`config.mk`:
```
export PLATFORM = sky130hd
export DESIGN_NAME = shift_piso_tx
export DESIGN_NICKNAME = d
export VERILOG_FILES = /design/src/rtl/shift_piso_tx.sv
export SDC_FILE = /design/constraint.sdc
export NUM_CORES = 1
export LEC_CHECK = 0
export CAP_MARGIN = 20
export CORE_MARGIN = 5
export CORE_UTILIZATION = 33
export DETAILED_ROUTE_END_ITERATION = 10
export DONT_BUFFER_PORTS = 1
export PLACE_DENSITY_LB_ADDON = 0.12
export SLEW_MARGIN = 25
export SYNTH_ARGS = -nofsm -noshare
export SYNTH_HDL_FRONTEND = slang
export SYNTH_SLANG_ARGS = --single-unit
```
`constraint.sdc`:
```
create_clock -name clk -period 1.63 [get_ports clk]
set_input_delay 0.326 -clock clk [delete_from_list [all_inputs] [get_ports clk]]
set_output_delay 0.326 -clock clk [all_outputs]
set_load 0.05 [all_outputs]
```
`src/rtl/shift_piso_tx.sv`:
```
// Parallel-in, serial-out shift transmitter with a valid/ready load handshake.
// Frames are sent back to back: a new word is accepted during the final bit.
// Optional feature macro: PISO_PARITY_EN appends an even-parity bit to each frame.
module shift_piso_tx #(
    parameter int unsigned WIDTH     = 4,
    parameter bit          MSB_FIRST = 1'b1
) (
    input  logic             clk,
    input  logic             rst,
    input  logic             load_valid,
    output logic             load_ready,
    input  logic [WIDTH-1:0] parallel_in,
    output logic             serial_out,
    output logic             serial_valid,
    output logic             last_bit,
    output logic             busy
);

`ifdef PISO_PARITY_EN
    localparam int unsigned FRAME_LEN = WIDTH + 1;
`else
    localparam int unsigned FRAME_LEN = WIDTH;
`endif
    localparam int unsigned CNT_W = $clog2(WIDTH + 2);

    typedef enum logic {
        IDLE  = 1'b0,
        SHIFT = 1'b1
    } state_e;

    state_e               state_q, state_d;
    logic [FRAME_LEN-1:0] shreg_q, shreg_d;
    logic [CNT_W-1:0]     cnt_q, cnt_d;
    logic                 sout_q, sout_d;
    logic                 sval_q, sval_d;
    logic                 last_q, last_d;

    logic [WIDTH-1:0]     data_ord_c;
    logic [FRAME_LEN-1:0] frame_c;
    logic                 accept_c;

    // Arrange the incoming word so the first bit to send sits at the top of the frame
    always_comb begin
        data_ord_c = parallel_in;
        if (!MSB_FIRST) begin
            for (int i = 0; i < int'(WIDTH); i++) begin
                data_ord_c[i] = parallel_in[WIDTH-1-i];
            end
        end
`ifdef PISO_PARITY_EN
        frame_c = {data_ord_c, ^parallel_in};
`else
        frame_c = data_ord_c;
`endif
    end

    assign load_ready = (state_q == IDLE) || last_q;
    assign accept_c   = load_valid && load_ready;

    // Next-state and next-output logic
    always_comb begin
        state_d = state_q;
        shreg_d = shreg_q;
        cnt_d   = cnt_q;
        sout_d  = sout_q;
        sval_d  = sval_q;
        last_d  = last_q;
        if (accept_c) begin
            state_d = SHIFT;
            sout_d  = frame_c[FRAME_LEN-1];
            shreg_d = {frame_c[FRAME_LEN-2:0], 1'b0};
            sval_d  = 1'b1;
            cnt_d   = '0;
            last_d  = 1'b0;
        end else if (state_q == SHIFT) begin
            if (last_q) begin
                state_d = IDLE;
                shreg_d = '0;
                cnt_d   = '0;
                sout_d  = 1'b0;
                sval_d  = 1'b0;
                last_d  = 1'b0;
            end else begin
                sout_d  = shreg_q[FRAME_LEN-1];
                shreg_d = {shreg_q[FRAME_LEN-2:0], 1'b0};
                cnt_d   = cnt_q + CNT_W'(1);
                last_d  = (cnt_q + CNT_W'(1)) == CNT_W'(FRAME_LEN - 1);
            end
        end
    end

    // State and output registers, synchronous reset
    always_ff @(posedge clk) begin
        if (rst) begin
            state_q <= IDLE;
            shreg_q <= '0;
            cnt_q   <= '0;
            sout_q  <= 1'b0;
            sval_q  <= 1'b0;
            last_q  <= 1'b0;
        end else begin
            state_q <= state_d;
            shreg_q <= shreg_d;
            cnt_q   <= cnt_d;
            sout_q  <= sout_d;
            sval_q  <= sval_d;
            last_q  <= last_d;
        end
    end

    assign serial_out   = sout_q;
    assign serial_valid = sval_q;
    assign last_bit     = last_q;
    assign busy         = (state_q == SHIFT);

endmodule
```
==> reports/metrics.yaml <==
run_status:
  status: "complete, no violations"
critical_path:
  critPathRequiredTime_ps: 1300
  cpPeakStageDelay_ps: 330
  r2r-start: "last_bit"
  reg2reg_depth: 4
  timing.rr.end: "last_bit"
  setup.worst_path.class: "reg -> out"
  slowest_stage: "dfxtp_1"
  cp_num_buf_inv: 2
  arrival_ps: 1050
  cp-end-kind: "output pin"
  startpoint_type: "flip-flop"
  worstPathCellList: "nor2b_4, inv_2, buf_12"
  crit_family: "flip-flops"
  path_max_fanout: 6
  r2r_setup_slack_ps: 550
yosys:
  synthCells: 54
  synth-seq-cells: 10
  netlist_area_um2: 510
  yosys-top-cells-area: "dfxtp_1, mux2i_1, a21oi_1"
  synthDistinctLibCells: 24
  ys.warnings.count: 0
  synth.top_cell.area_share: 0.392
  post_synth.cell_area_avg_um2: 9.45
  synthesis.nets: 63
  yosysTopAreaCell: "dfxtp_1"
  seq_area_frac_synth: 0.392
grt:
  grt_pass1_vias: 415
  overflow: 0
  grt.total_usage: 0.0976
  grt_max_degree: 15
  grt_pass1_wl_um: 1840
  antenna_found_initial: 0
route:
  wire_per_inst_um: 14.1
  routed-wl-met2_um: 481
  vias: 405
  drt-initial-drc-count: 4
  remaining_drc_errors: 0
  finalWirelength_um: 1050
  first_pass_iters: 4
  m1WireLength_um: 446
  wl_met3_um: 86
  via_per_inst: 5.47
  highest_layer: "met4"
  postRouteAntennaNets: 0
floorplan:
  start_util: 0.343
  rows: 14
  die_x_um: 49.3
  die_area_mm2: 0.00243
  ios: 12
  coreArea_mm2: 0.00149
  die_h_um: 49.3
sta:
  setup_viol: 0
  fmax_mhz: 726
  rsz0062_at_grt: "false"
  worst_pin_slew_ps: 530
  setup_tns_ps: 0
  period_share: 0.845
  period_needed_ps: 1380
  slew_headroom: 0.646
  drv_slew: 0
  hold_viol: 0
  finalClockSkew_ps: 5.04
placed_design:
  numPortBuffers: 0
  hpwl_um: 763
  dpl.cell_count: 70
  gp_congestion: 0.678
hold_path:
  hold_path_class: "in -> reg"
  whs_endpoint: "shreg_q[3]"
  hold_depth: 1
  hp-start: "rst"
run:
  maxCapViolations: 0
layout:
  finalNonFillerCells: 74
  area_growth_syn_to_layout_pct: 14.2
  drive_gt1_frac: 0.241
  final_nets: 68
  diodes: 0
clock_network:
  post_cts_buffers: 0
  cts_sinks: 10
  ctsHoldBuffers: 0
  root_buffer: "clkbuf_4"
  htree_levels: 1
  clk_pin_slew_worst_paths_ps: 70
  tritoncts: "done"
  clk_path_buf_depth: 2
  clk_latency_ps: 260
  ctsResizeCount: 0
  numCtsBuffers: 3
power_and_ir_drop:
  pwr-share-clk: 0.382
  sequentialPowerShare: 0.476
  ir_worst_vdd_mv: 0.389
  p_sw_uw: 143
  p_per_area_mw_per_mm2: 979
  p_int_uw: 428
  switching_share: 0.250
  p_comb_frac: 0.142
  cellLeakagePower_uw: 0.000231
==> power by group through the flow <==
stage	clock (µW)	sequential [µW]	combinational, µW
2_1_floorplan	0	289	58.9
3_3_place_gp	0	277	79.9
3_5_place_dp	0	278	81.9
4_1_cts	226	272	82.2
5_1_grt	234	274	89.9
6_report	218	272	81.0
==> flip-flops by register name (all words and copies together) (netlist names) <==
signal        cells
shreg_q           3
serial_valid      1
busy              1
cnt_q             3
serial_out        1
last_bit          1
==> synthesized netlist by cell type <==
| cell | count |
|---|---|
| ha_1 | 2 |
| inv_1 | 4 |
| a21oi_1 | 6 |
| a31oi_1 | 1 |
| nor3b_1 | 2 |
| a31o_1 | 1 |
| o22ai_1 | 1 |
| a32oi_1 | 3 |
| nand3_1 | 1 |
| clkbuf_1 | 2 |
| xnor2_1 | 1 |
| buf_6 | 1 |
| or2_2 | 2 |
| o32a_2 | 1 |
| inv_2 | 1 |
| nor2_1 | 5 |
| o21a_1 | 1 |
| buf_4 | 1 |
| nor4b_2 | 1 |
| nor2b_4 | 1 |
| a311oi_1 | 1 |
| dfxtp_1 | 10 |
| or2_0 | 1 |
| mux2i_1 | 4 |
==> through the flow <==
| stage | worst slack, ps | hold WS (ps) | util | total power, µW | cell area, µm² |
|---|---|---|---|---|---|
| 4_1_cts | 235 | 116 | 0.392 | 580 | 583 |
| 6_report | 252 | 124 | 0.392 | 571 | 583 |
| 3_3_place_gp | 560 | 398 | 0.367 | 357 | 547 |
| 3_5_place_dp | 529 | 399 | 0.367 | 359 | 547 |
| 2_1_floorplan | 79.5 | 489 | - | 348 | 510 |
| 5_1_grt | 179 | 115 | 0.392 | 598 | 583 |
==> cells by family (layout without fill, tap and decap cells) <==
| logic type | count (synthesis) | in the layout | share of synthesized area |
|---|---|---|---|
| AO/OA/AOI/OAI | 15 | 15 | 0.206 |
| XOR/XNOR | 1 | 1 | 0.0172 |
| adder cells (fa/ha/maj) | 2 | 2 | 0.0490 |
| buffers and inverters | 9 | 13 | 0.0882 |
| flip-flops | 10 | 10 | 0.392 |
| multiplexers | 4 | 4 | 0.0784 |
| AND/OR/NAND/NOR | 13 | 13 | 0.169 |
==> worst max-delay path by stage <==
| stage | end | cells past startpoint | slack (ps) | from |
|---|---|---|---|---|
| final | load_ready | 3 | 250 | busy |
| after global routing | load_ready | 3 | 180 | busy |
| after floorplan | cnt_q[2] | 4 | 80 | last_bit |
| after global placement | load_ready | 3 | 560 | busy |
| after detailed placement | load_ready | 3 | 530 | busy |
| after CTS | load_ready | 3 | 240 | busy |
==> metal layers <==
metal | vias to the layer above | global-route usage
met2 | 13 | 0.150
met1 | 188 | 0.113
li1 | 200 | -
met3 | 4 | 0.0306
met5 | - | 0
met4 | 0 | 0.0673
==> worst register-to-register path: stages (launching register included) <==
cell and delay, ps:
dfxtp_1 380, buf_4 270, nor3b_1 210, a31oi_1 60, nor2_1 100
==> area by class of cell <==
| type | count | area (µm²) |
|---|---|---|
| timing repair buffer | 4 | 42.5 |
| sequential | 10 | 200 |
| tap | 16 | 20.0 |
| multi-input combinational | 35 | 265 |
| inverter | 5 | 18.8 |
| fill | 155 | 906 |
| clock buffer | 4 | 36.3 |
==> cell usage in the layout, fill, tap and decap left out, drive strengths merged <==
master,n
a32oi,3
a31o,1
inv,5
nand3,1
a21oi,6
nor2b,1
o32a,1
mux2i,4
or2,3
nor3b,2
o22ai,1
clkbuf,4
dfxtp,10
ha,2
a31oi,1
o21a,1
a311oi,1
buf,4
xnor2,1
nor4b,1
nor2,5
No activity file was read; power rests on OpenSTA's default activity.
